## src/rtl/global_pkg.sv

```systemverilog
// Shared types for the bus decoder: FSM states, error causes and the address
// window descriptor used to build the slave memory map.
package global_pkg;

    localparam int ADDR_W = 32;
    localparam int WAIT_W = 16;

    typedef enum logic [1:0] {
        IDLE = 2'd0,
        BUSY = 2'd1,
        RESP = 2'd2
    } bus_state_t;

    typedef enum logic [1:0] {
        ERR_NONE     = 2'd0,
        ERR_UNMAPPED = 2'd1,
        ERR_SLAVE    = 2'd2,
        ERR_TIMEOUT  = 2'd3
    } err_cause_t;

    // Inclusive window: low <= addr <= high
    typedef struct packed {
        logic [ADDR_W-1:0] high;
        logic [ADDR_W-1:0] low;
    } memory_map_t;

    function automatic int idx_width(input int n);
        return (n > 1) ? $clog2(n) : 1;
    endfunction

endpackage

```

## src/rtl/addr_match.sv

```systemverilog
// Combinational address decoder: flags every slave window containing adr and
// reports the lowest-indexed hit so overlapping windows resolve deterministically.
module addr_match
    import global_pkg::*;
#(
    parameter int                           N_SLAVES = 4,
    parameter memory_map_t [N_SLAVES-1:0]   MAP      = '0,
    localparam int                          IDX_W    = idx_width(N_SLAVES)
) (
    input  logic [ADDR_W-1:0] adr,
    output logic              hit,
    output logic [IDX_W-1:0]  idx
);

    logic [N_SLAVES-1:0] match_s;

    function automatic logic [IDX_W-1:0] first_set(input logic [N_SLAVES-1:0] vec);
        first_set = '0;
        for (int i = N_SLAVES - 1; i >= 0; i--) begin
            if (vec[i]) begin
                first_set = IDX_W'(i);
            end
        end
    endfunction

    // Offset-from-low compare keeps the range test unsigned and wrap-safe
    always_comb begin
        match_s = '0;
        for (int i = 0; i < N_SLAVES; i++) begin
            match_s[i] = (MAP[i].high >= MAP[i].low) &&
                         ((adr - MAP[i].low) <= (MAP[i].high - MAP[i].low));
        end
    end

    // Reduce the match vector to a hit flag and a priority-encoded index
    always_comb begin
        hit = |match_s;
        idx = first_set(match_s);
    end

endmodule

```

## src/rtl/bus_decoder.sv

```systemverilog
// Single-master to N-slave bus decoder with unmapped-address, slave-error and
// timeout reporting. One outstanding request at a time, IDLE -> BUSY -> RESP.
module bus_decoder
    import global_pkg::*;
#(
    parameter int                           N_SLAVES = 4,
    parameter int                           DATA_W   = 32,
    parameter int                           TIMEOUT  = 255,
    parameter memory_map_t [N_SLAVES-1:0]   MAP      = '0,
    localparam int                          SEL_W    = DATA_W / 8
) (
    input  logic                             clk,
    input  logic                             rst,
    input  logic                             m_cyc,
    input  logic                             m_stb,
    input  logic                             m_we,
    input  logic [ADDR_W-1:0]                m_adr,
    input  logic [DATA_W-1:0]                m_dat_w,
    input  logic [SEL_W-1:0]                 m_sel,
    output logic [DATA_W-1:0]                m_dat_r,
    output logic                             m_ack,
    output logic                             m_err,
    output logic [N_SLAVES-1:0]              s_stb,
    output logic                             s_we,
    output logic [ADDR_W-1:0]                s_adr,
    output logic [DATA_W-1:0]                s_dat_w,
    output logic [SEL_W-1:0]                 s_sel,
    input  logic [N_SLAVES-1:0][DATA_W-1:0]  s_dat_r,
    input  logic [N_SLAVES-1:0]              s_ack,
    input  logic [N_SLAVES-1:0]              s_err,
    output logic [ADDR_W-1:0]                err_addr,
    output logic [1:0]                       err_cause
);

    localparam int IDX_W = idx_width(N_SLAVES);

    bus_state_t            state_q,     state_d;
    logic [IDX_W-1:0]      idx_q,       idx_d;
    logic                  we_q,        we_d;
    logic [ADDR_W-1:0]     adr_q,       adr_d;
    logic [DATA_W-1:0]     dat_w_q,     dat_w_d;
    logic [SEL_W-1:0]      sel_q,       sel_d;
    logic [N_SLAVES-1:0]   s_stb_q,     s_stb_d;
    logic                  m_ack_q,     m_ack_d;
    logic                  m_err_q,     m_err_d;
    logic [DATA_W-1:0]     m_dat_r_q,   m_dat_r_d;
    logic [WAIT_W-1:0]     wait_q,      wait_d;
    logic [ADDR_W-1:0]     err_addr_q,  err_addr_d;
    err_cause_t            err_cause_q, err_cause_d;

    logic                  hit_s;
    logic [IDX_W-1:0]      hit_idx_s;
    logic [WAIT_W-1:0]     wait_inc_s;

    addr_match #(
        .N_SLAVES (N_SLAVES),
        .MAP      (MAP)
    ) u_addr_match (
        .adr (m_adr),
        .hit (hit_s),
        .idx (hit_idx_s)
    );

    // Next-state and next-output logic for the request FSM
    always_comb begin
        state_d     = state_q;
        idx_d       = idx_q;
        we_d        = we_q;
        adr_d       = adr_q;
        dat_w_d     = dat_w_q;
        sel_d       = sel_q;
        s_stb_d     = s_stb_q;
        m_ack_d     = 1'b0;
        m_err_d     = 1'b0;
        m_dat_r_d   = m_dat_r_q;
        wait_d      = wait_q;
        err_addr_d  = err_addr_q;
        err_cause_d = err_cause_q;
        wait_inc_s  = wait_q + 16'd1;

        case (state_q)
            IDLE: begin
                if (m_cyc && m_stb) begin
                    adr_d   = m_adr;
                    we_d    = m_we;
                    dat_w_d = m_dat_w;
                    sel_d   = m_sel;
                    idx_d   = hit_idx_s;
                    if (hit_s) begin
                        state_d = BUSY;
                        s_stb_d = N_SLAVES'(1'b1) << hit_idx_s;
                        wait_d  = 16'd0;
                    end else begin
                        state_d     = RESP;
                        m_err_d     = 1'b1;
                        err_cause_d = ERR_UNMAPPED;
                        err_addr_d  = m_adr;
                    end
                end else begin
                    state_d = IDLE;
                end
            end
            BUSY: begin
                // A master abort outranks any response arriving in the same cycle
                if (!m_cyc) begin
                    state_d = IDLE;
                    s_stb_d = '0;
                end else if (s_err[idx_q]) begin
                    state_d     = RESP;
                    s_stb_d     = '0;
                    m_err_d     = 1'b1;
                    err_cause_d = ERR_SLAVE;
                    err_addr_d  = adr_q;
                end else if (s_ack[idx_q]) begin
                    state_d   = RESP;
                    s_stb_d   = '0;
                    m_ack_d   = 1'b1;
                    m_dat_r_d = s_dat_r[idx_q];
                end else if (wait_inc_s == 16'(TIMEOUT)) begin
                    state_d     = RESP;
                    s_stb_d     = '0;
                    m_err_d     = 1'b1;
                    err_cause_d = ERR_TIMEOUT;
                    err_addr_d  = adr_q;
                    wait_d      = wait_inc_s;
                end else begin
                    wait_d = wait_inc_s;
                end
            end
            RESP: begin
                state_d = IDLE;
            end
            default: begin
                state_d = IDLE;
                s_stb_d = '0;
            end
        endcase
    end

    // State and output registers; reset clears everything, including s_stb
    always_ff @(posedge clk or negedge rst) begin
        if (!rst) begin
            state_q     <= IDLE;
            idx_q       <= '0;
            we_q        <= 1'b0;
            adr_q       <= '0;
            dat_w_q     <= '0;
            sel_q       <= '0;
            s_stb_q     <= '0;
            m_ack_q     <= 1'b0;
            m_err_q     <= 1'b0;
            m_dat_r_q   <= '0;
            wait_q      <= '0;
            err_addr_q  <= '0;
            err_cause_q <= ERR_NONE;
        end else begin
            state_q     <= state_d;
            idx_q       <= idx_d;
            we_q        <= we_d;
            adr_q       <= adr_d;
            dat_w_q     <= dat_w_d;
            sel_q       <= sel_d;
            s_stb_q     <= s_stb_d;
            m_ack_q     <= m_ack_d;
            m_err_q     <= m_err_d;
            m_dat_r_q   <= m_dat_r_d;
            wait_q      <= wait_d;
            err_addr_q  <= err_addr_d;
            err_cause_q <= err_cause_d;
        end
    end

    assign m_dat_r   = m_dat_r_q;
    assign m_ack     = m_ack_q;
    assign m_err     = m_err_q;
    assign s_stb     = s_stb_q;
    assign s_we      = we_q;
    assign s_adr     = adr_q;
    assign s_dat_w   = dat_w_q;
    assign s_sel     = sel_q;
    assign err_addr  = err_addr_q;
    assign err_cause = err_cause_q;

endmodule
```

## config.mk

```make
export PLATFORM = sky130hd
export DESIGN_NAME = bus_decoder
export DESIGN_NICKNAME = d
export VERILOG_FILES = /design/src/rtl/global_pkg.sv /design/src/rtl/addr_match.sv /design/src/rtl/bus_decoder.sv
export SDC_FILE = /design/constraint.sdc
export NUM_CORES = 1
export LEC_CHECK = 0
export BUFFER_PORTS_ARGS = -buffer_cell sky130_fd_sc_hd__buf_2
export CAP_MARGIN = 20
export CORE_AREA = 2 2 135 137
export CTS_CLUSTER_DIAMETER = 60
export CTS_CLUSTER_SIZE = 14
export DETAILED_ROUTE_END_ITERATION = 8
export DIE_AREA = 0 0 137 139
export GPL_TIMING_DRIVEN = 0
export PLACE_DENSITY = 0.71
export RECOVER_POWER = 100
export SLEW_MARGIN = 20
export SYNTH_ARGS = -nofsm -noshare
export SYNTH_HDL_FRONTEND = slang
export SYNTH_SLANG_ARGS = --single-unit
```

## constraint.sdc

```tcl
create_clock -name clk -period 2.4 [get_ports clk]
set_input_delay 0.24 -clock clk [delete_from_list [all_inputs] [get_ports clk]]
set_output_delay 0.24 -clock clk [all_outputs]
set_load 0.1 [all_outputs]
```

# Word-level counts from Yosys, hierarchy flattened
# Cells that the tools add are included.
dict set report totals {
  output_inout_bits 141
  wordCells 81
  regBits 159
  inputBits 209
}
dict set report op_classes {
  n_eq_ne 12
  addsub 1
  reduce_logical 8
  bitwise 2
  n_lt_le_gt_ge 1
  n_mux 45
}
# op count
set ops {}
lappend ops {{two-way mux 32 bit} 6}
lappend ops {{two-way mux 16 bit} 5}
lappend ops {{one-hot mux 32 bit (2 select lines)} 1}
lappend ops {{less-or-equal comparator 32 x 1 -> 1 bit, second input constant} 1}
lappend ops {{one-hot mux 16 bit (2 select lines)} 1}
lappend ops {{two-way mux 2 bit} 12}
lappend ops {{two-way mux 4 bit} 6}
lappend ops {{adder 16 x 1 -> 16 bit, second input constant} 1}
lappend ops {{== test 16 x 8 -> 1 bit, second input constant} 1}
lappend ops {{one-hot mux 4 bit (3 select lines)} 1}
lappend ops {{AND reduction 6 bit} 2}
lappend ops {{two-way mux 1 bit} 10}
lappend ops {{!= test 2 bit, second input constant} 5}
lappend ops {{one-hot mux 2 bit (2 select lines)} 2}
lappend ops {{AND reduction 4 bit} 2}
lappend ops {{!= test 3 bit, second input constant} 2}
lappend ops {{!= test 5 bit, second input constant} 1}
lappend ops {{== test 2 x 1 -> 1 bit, second input constant} 1}
lappend ops {{== test 2 bit, second input constant} 1}
lappend ops {{zero test 2 bit} 1}
lappend ops {{!= test 2 x 1 -> 1 bit, second input constant} 1}
lappend ops {{inverter 1 bit} 2}
lappend ops {{one-hot mux 1 bit (2 select lines)} 1}
lappend ops {{AND reduction 2 bit} 1}
lappend ops {{other kinds (2)} 2}

# Longest topological paths before layout
# Gate-level depths: netlist (run 1).
dict set report logic_depth {
  ltp_word 7
  mapped_depth 11
  mapped_depth_nobuf 8
}

# By module
# Synthesis (run 1) repeated with hierarchy kept, for this count alone.
dict set report unflattened {
  cells_unflattened 560
  hier_area_um2 7810.0
}
# mod n_inst cells_per_inst area_each_um2
set by_module_without_submodules {}
lappend by_module_without_submodules {bus_decoder 1 546 7718.7}
lappend by_module_without_submodules {addr_match 1 14 91.3}

# Least setup slack after synthesis (run 1)
# OpenSTA, ideal clock, no wires.
dict set report synth_timing {
  path_type {flip-flop to flip-flop}
  from {register wait_q[1]}
  to {register err_addr_q[22], in the netlist err_addr[22]}
  path_slack_ns -0.169
  arrival_ns 2.442
  required_time_ns 2.273
  stages_incl_launch_ff 9
  cell_sequence {dfrtp_1 ha_1 or4_1 a2111oi_0 o22a_1 and4_4 nor3_2 buf_6 a221o_1}
}
dict set report synth_via {
  elab_chain_cells 4
}
# item line
set synth_rtl {}
lappend synth_rtl {{start: declaration} bus_decoder.sv:47} ;# logic [WAIT_W-1:0] wait_q, wait_d;
lappend synth_rtl {{start signal: assignment} bus_decoder.sv:167} ;# wait_q <= wait_d;
lappend synth_rtl {{adder 16 x 1 -> 16 bit} bus_decoder.sv:79} ;# wait_inc_s = wait_q + 16'd1;
lappend synth_rtl {{== test 16 x 8 -> 1 bit} bus_decoder.sv:119} ;# end else if (wait_inc_s == 16'(TIMEOUT)) begin
lappend synth_rtl {{!= test 3 bit (no source line)} -}
lappend synth_rtl {{AND reduction 6 bit (no source line)} -}
lappend synth_rtl {{end signal: assignment} bus_decoder.sv:168} ;# err_addr_q <= err_addr_d;
lappend synth_rtl {{end: declaration} bus_decoder.sv:48} ;# logic [ADDR_W-1:0] err_addr_q, err_addr_d;
# No other way between the ends.
# A chain may end at the register's enable or synchronous reset.

# Final worst setup path (run 1)
dict set report layout_timing {
  from {register wait_q[1]}
  to {register err_addr_q[18], in the netlist err_addr[18]}
}
# The elaborated chain is that of the path after synthesis.

==> impl_metrics.py, run 1 <==
metrics = {
    "synthesis": {
        "yosys-top-cells-area": "dfrtp_1 (60%), nand2_1 (8.1%), mux2_1 (5.2%)",
        "synthTopCellsByCount": "dfrtp_1 (156), nand2_1 (139), a21o_1 (30), and2_1 (30), mux2_1 (30)",
        "yosys.area.top_type": "dfrtp_1",
        "syn_area_um2": 6480,
        "ys.flop_type": "dfrtp_1",
        "synth-async-reset-ratio": 1.00,
        "synth_top_cell_area_share": 0.603,
        "ys_types": 51,
        "yosysWarnings": 0,
        "syn_inst": 575,
        "syn_avg_cell_area_um2": 11.3,
        "synth_most_common_cell": "dfrtp_1",
        "synth-edff-count": 0,
        "synth_seq_cells": 156,
        "synth-seq-area-share": 0.603,
    },
    "setup_path": {
        "worstPathCellList": "ha_4 -> or4_4 -> a2111oi_4 -> o22a_1 -> and4_4 -> nor3_4 -> buf_6 -> a221o_1",
        "slowest_delay_ns": 0.54,
        "required_ns": 2.70,
        "crit_path_max_fanout": 10,
        "arrival_ns": 2.85,
        "critPathCaptureType": "register",
        "crit_slowest_cell": "or4_4",
        "critical_path_class": "register to register",
        "start_kind": "register",
    },
    "global_routing": {
        "overflow": 0,
        "antenna_found_initial": 1,
        "grt_pass1_wl_um": 28600,
        "grt_max_degree": 86,
        "gr-usage-all-layers": 0.190,
        "grt_pass1_vias": 5613,
    },
    "floorplan": {
        "num_io_pins": 350,
        "coreArea_um2": 17700,
        "die_area_um2": 19000,
        "die-height_um": 139,
        "fp-row-count": 49,
        "initial_core_util": 0.367,
        "die_x_um": 137,
    },
    "route": {
        "wl_um": 18000,
        "drt_pass1_iterations": 4,
        "routedWlPerCell_um": 16.1,
        "ant_nets": 0,
        "vias_per_cell": 4.96,
        "drc_errors": 0,
        "vias": 5526,
        "drtIter0Drc": 298,
    },
    "clock_tree": {
        "path_clk_slew_ns": 0.06,
        "cts_buffers": 17,
        "cts.sinks": 156,
        "cts_tree": "yes",
        "cts.path.max_buffers": 2,
        "cts-root-buf": "clkbuf_16",
        "htreeDepth": 4,
        "clock_latency_ns": 0.42,
    },
    "timing": {
        "layout_setup_ws_ns": -0.151,
        "relSlewSlack": -0.197,
        "worstMarginPinSlew_ns": 1.80,
        "grt_setup_unrepaired": "true",
        "finalHoldViolCount": 0,
        "fin_tns_setup_ns": -4.24,
        "clock-skew-final_ns": 0.0132,
        "setup_violations": 33,
        "fmax_mhz": 392,
        "maxSlewViolCount": 72,
        "fin_crit_ns": 2.55,
        "fin_crit_sh": 1.06,
    },
    "worst_hold_path": {
        "min_path_type": "input port to register",
    },
    "cells_and_area": {
        "area_growth_syn_to_layout_pct": 36.6,
        "n_antenna_cell": 0,
        "final_cells": 1114,
        "drive_gt1_frac": 0.207,
        "final_nets": 1083,
        "fill_cells": 1689,
    },
    "status": {
        "violations": "capacitance limit, slew limit, setup timing",
        "status": "finished with violations",
    },
    "placed_design": {
        "io_buffers": 244,
        "globalplace.congestion": 0.825,
        "dp.cells": 1051,
        "hpwl_um": 12700,
    },
    "pwr": {
        "p_leak_nw": 4.38,
        "vdd_drop_max_uv": 656,
        "powerDensity_nw_per_um2": 959,
    },
    "job": {
        "cap_violations": 1,
    },
}
-- per-stage QoR --
step / cell area (um2) / worst slack, ns / total power (W) / hold WS, ns / util
final: 8850 / -0.151 / 0.00849 / 0.0173 / 0.501
after global routing: 8850 / -0.223 / 0.00880 / 0.00856 / 0.501
after CTS: 9030 / -0.138 / 0.00864 / 0.00228 / 0.511
after floorplan: 6560 / 0.00861 / 0.00529 / -0.0556 / -
after global placement: 8070 / -1.63 / 0.00583 / 0.429 / 0.457
after detailed placement: 8100 / -0.291 / 0.00586 / 0.251 / 0.459
-- sequential cells by signal (all words and copies together) (netlist names) --
name	flops
err_addr	32
err_cause	2
m_ack	1
m_dat_r	32
m_err	1
s_adr	32
s_dat_w	32
s_sel	4
s_stb	1
s_we	1
state_q	2
wait_q	16
-- power breakdown --
group          internal (W)  switching [W]
clock network       0.00158        0.00114
logic              0.000361        0.00234
registers           0.00289       0.000170
total               0.00483        0.00365
-- area by class of cell --
| cell class | instances | area (um2) | share of cell area |
|---|---|---|---|
| Buffer | 34 | 210 | 0.0238 |
| Clock buffer | 18 | 439 | 0.0496 |
| Clock inverter | 14 | 159 | 0.0180 |
| Inverter | 6 | 22.5 | 0.00255 |
| Multi-Input combinational cell | 381 | 2450 | 0.277 |
| Sequential cell | 156 | 3910 | 0.442 |
| Tap cell | 229 | 287 | 0.0324 |
| Timing Repair Buffer | 276 | 1370 | 0.154 |
-- worst paths after layout --
check,startpoint,end,slack [ns],cells past startpoint
worst max-delay path,wait_q[1],err_addr[18],-0.15,8
worst min-delay path,m_dat_w[24],s_dat_w[24],0.02,3
worst max register to register,wait_q[1],err_addr[18],-0.15,8
worst min register to register,s_dat_w[7],s_dat_w[7],0.48,2
max in group asynchronous,rst,wait_q[1],0.29,3
min in group asynchronous,rst,m_dat_r[24],0.85,2
-- placed cells by master (no fill, tap or decap), types with 11 or more instances in the layout --
cell type	count
o21ai_1	11
mux2_1	30
nand2_1	139
o21ai_0	14
dfrtp_1	149
and2_0	24
clkbuf_16	17
buf_2	106
nor2_1	16
a221o_1	29
a21o_1	30
clkbuf_1	159
dlygate4sd3_1	24
-- cell families after synthesis --
group,share of synthesized area
simple gates,0.169
flops,0.603
compound gates,0.127
buf+inv,0.0328
mux,0.0587
xor+xnor,0.00541
fa+ha+maj,0.00386
other cells,0.000579
-- routing by layer --
metal	global-route usage	share of wire	vias up
met5	0	0	-
met4	0.0591	0.017	0
met3	0.0490	0.065	23
met2	0.314	0.47	193
met1	0.243	0.44	2696
li1	-	-	2614
-- what timing repair did --
action	CTS	global route
cloned	1	0
endpoints found under the setup margin	33	79
endpoints found under the hold margin	94	0
pin swaps	3	0
setup buffers	6	0
gates resized for setup	10	3
hold buffers	24	0
-- worst max-delay path, delay by kind of cell (launching register included) --
| kind | cells | cell delay [ns] |
|---|---|---|
| simple gates | 3 | 0.87 |
| compound gates | 3 | 0.70 |
| buf+inv | 1 | 0.18 |
| fa+ha+maj | 1 | 0.21 |
| flops | 1 | 0.48 |
No activity file was read; power rests on OpenSTA's default activity.
==> run 2, diff against run 1 <==
--- a/config.mk
+++ b/config.mk
@@ -15,6 +15,7 @@
 export GPL_TIMING_DRIVEN = 0
 export PLACE_DENSITY = 0.71
 export RECOVER_POWER = 100
+export SETUP_SLACK_MARGIN = 0.3
 export SLEW_MARGIN = 20
 export SYNTH_ARGS = -nofsm -noshare
 export SYNTH_HDL_FRONTEND = slang
==> impl_metrics.py, run 2 (synthesis results as in run 1) <==
metrics = {
    "status": {
        "status": "finished with violations",
        "violations": "DRC, capacitance limit, slew limit, setup timing",
    },
    "global_routing": {
        "grt_max_degree": 98,
        "gr-usage-met3": 0.0515,
        "gr-usage-all-layers": 0.195,
        "grt_pass1_vias": 5657,
        "gr-usage-met1": 0.252,
        "antenna_found_initial": 1,
        "use_met2": 0.314,
        "grt_pass1_wl_um": 29100,
        "grt-busiest-layer": "met2",
        "overflow": 0,
    },
    "floorplan": {
        "die_x_um": 137,
        "die-height_um": 139,
        "die_area_um2": 19000,
        "num_io_pins": 350,
        "fp-row-count": 49,
        "coreArea_um2": 17700,
        "initial_core_util": 0.367,
    },
    "route": {
        "routedWlPerCell_um": 16.5,
        "wl_um": 18900,
        "vias_per_cell": 4.99,
        "ant_nets": 0,
        "drtIter0Drc": 295,
        "drc_errors": 1,
        "vias": 5737,
        "drt_pass1_iterations": 7,
    },
    "placed_design": {
        "io_buffers": 244,
        "globalplace.congestion": 0.814,
        "hpwl_um": 12700,
        "pre_cts_ws_ns": -0.185,
        "dp.cells": 1051,
    },
    "setup_path": {
        "critPathCaptureType": "register",
        "crit_path_max_fanout": 7,
        "r2r-start": "wait_q[7]",
        "slowest_delay_ns": 0.55,
        "path_buf_inv": 1,
        "arrival_ns": 2.74,
        "start_kind": "register",
        "cp_top_family": "simple AND/OR/NAND/NOR gates",
        "cp-startpoint": "wait_q[7]",
        "required_ns": 2.70,
        "critical_path_class": "register to register",
        "worstPathCellList": "nand4_1 -> or4_4 -> a2111oi_4 -> and4_4 -> nor3_4 -> buf_2 -> a221o_1",
        "crit_slowest_cell": "or4_4",
    },
    "pwr": {
        "vdd_drop_max_uv": 631,
        "power_w": 0.00859,
        "powerDensity_nw_per_um2": 932,
        "p_leak_nw": 4.62,
    },
    "worst_hold_path": {
        "min_path_type": "input port to register",
        "hp-start": "m_dat_w[31]",
    },
    "cells_and_area": {
        "area_growth_syn_to_layout_pct": 42.3,
        "mostFrequentLayoutCells": "clkbuf_1 (158), dfrtp_1 (145), nand2_1 (139)",
        "final_cells": 1149,
        "fill_cells": 1626,
        "layout_commonest_cell": "clkbuf_1",
        "drive_gt1_frac": 0.260,
        "n_antenna_cell": 0,
        "final_nets": 1118,
    },
    "timing": {
        "fmax_mhz": 410,
        "fin_crit_sh": 1.02,
        "clock-skew-final_ns": 0.00821,
        "setup_violations": 27,
        "grt_setup_unrepaired": "true",
        "layout_setup_ws_ns": -0.0363,
        "relSlewSlack": -0.0371,
        "worstMarginPinSlew_ns": 1.56,
        "maxSlewViolCount": 60,
        "fin_crit_ns": 2.44,
        "holdWs_ns": 0.0171,
        "finalHoldViolCount": 0,
    },
    "clock_tree": {
        "cts_buffers": 17,
        "htreeDepth": 4,
        "cts.sinks": 156,
        "cts.path.max_buffers": 2,
        "cts_tree": "yes",
        "cts-root-buf": "clkbuf_16",
        "path_clk_slew_ns": 0.07,
        "clock_latency_ns": 0.42,
    },
    "job": {
        "cap_violations": 1,
    },
}
-- run 2: per-stage QoR --
| stage | setup TNS, ns | instance area, um2 | util |
|---|---|---|---|
| after floorplan | 0 | 6570 | - |
| after global placement | -214.01 | 8080 | 0.457 |
| after detailed placement | -5.86 | 8110 | 0.459 |
| after CTS | -0.293 | 9170 | 0.519 |
| after global routing | -2.43 | 9220 | 0.522 |
| final | -0.510 | 9220 | 0.522 |
-- run 2: repair_timing --
action | 4_1_cts | 5_1_grt
hold buffers | 17 | 0
setup endpoints to repair | 96 | 85
setup buffers | 21 | 24
hold endpoints to repair | 75 | 0
cloned | 3 | 1
pin swaps | 7 | 9
resized for setup | 25 | 24
-- run 2: tightest hold or removal path, stage by stage --
cell and delay [ns]:
buf_2 0.08, nand2_1 0.04, nand2_1 0.04
-- run 2: final timing paths --
kind	end	slack [ns]	cells past startpoint
worst min-delay path	s_dat_w[31]	0.02	3
worst min register to register	s_dat_w[17]	0.47	2
min in group asynchronous	m_dat_r[30]	0.74	2
max in group asynchronous	wait_q[9]	0.46	3
worst max-delay path	err_addr[18]	-0.04	7
worst max register to register	err_addr[18]	-0.04	7
-- run 2: where the power goes --
part / switching (W) / total, W / internal [W]
Combinational: 0.00235 / 0.00270 / 0.000358
Clock: 0.00112 / 0.00283 / 0.00171
Sequential: 0.000171 / 0.00306 / 0.00289
-- run 2: final cells by class --
| type | count | area, um2 | area share |
|---|---|---|---|
| repair buffers | 310 | 1630 | 0.177 |
| well taps | 229 | 287 | 0.0311 |
| multi-input cells | 382 | 2520 | 0.273 |
| plain buffers | 34 | 223 | 0.0242 |
| inverters | 6 | 25.0 | 0.00271 |
| clock inverters | 11 | 156 | 0.0170 |
| flip-flops and latches | 156 | 3920 | 0.425 |
| clock buffers | 21 | 460 | 0.0499 |
-- run 2: routing by layer --
layer	up-vias	part of all wire
met5	-	0.00058
met4	2	0.015
met3	29	0.076
met2	243	0.48
met1	2784	0.43
li1	2679	-
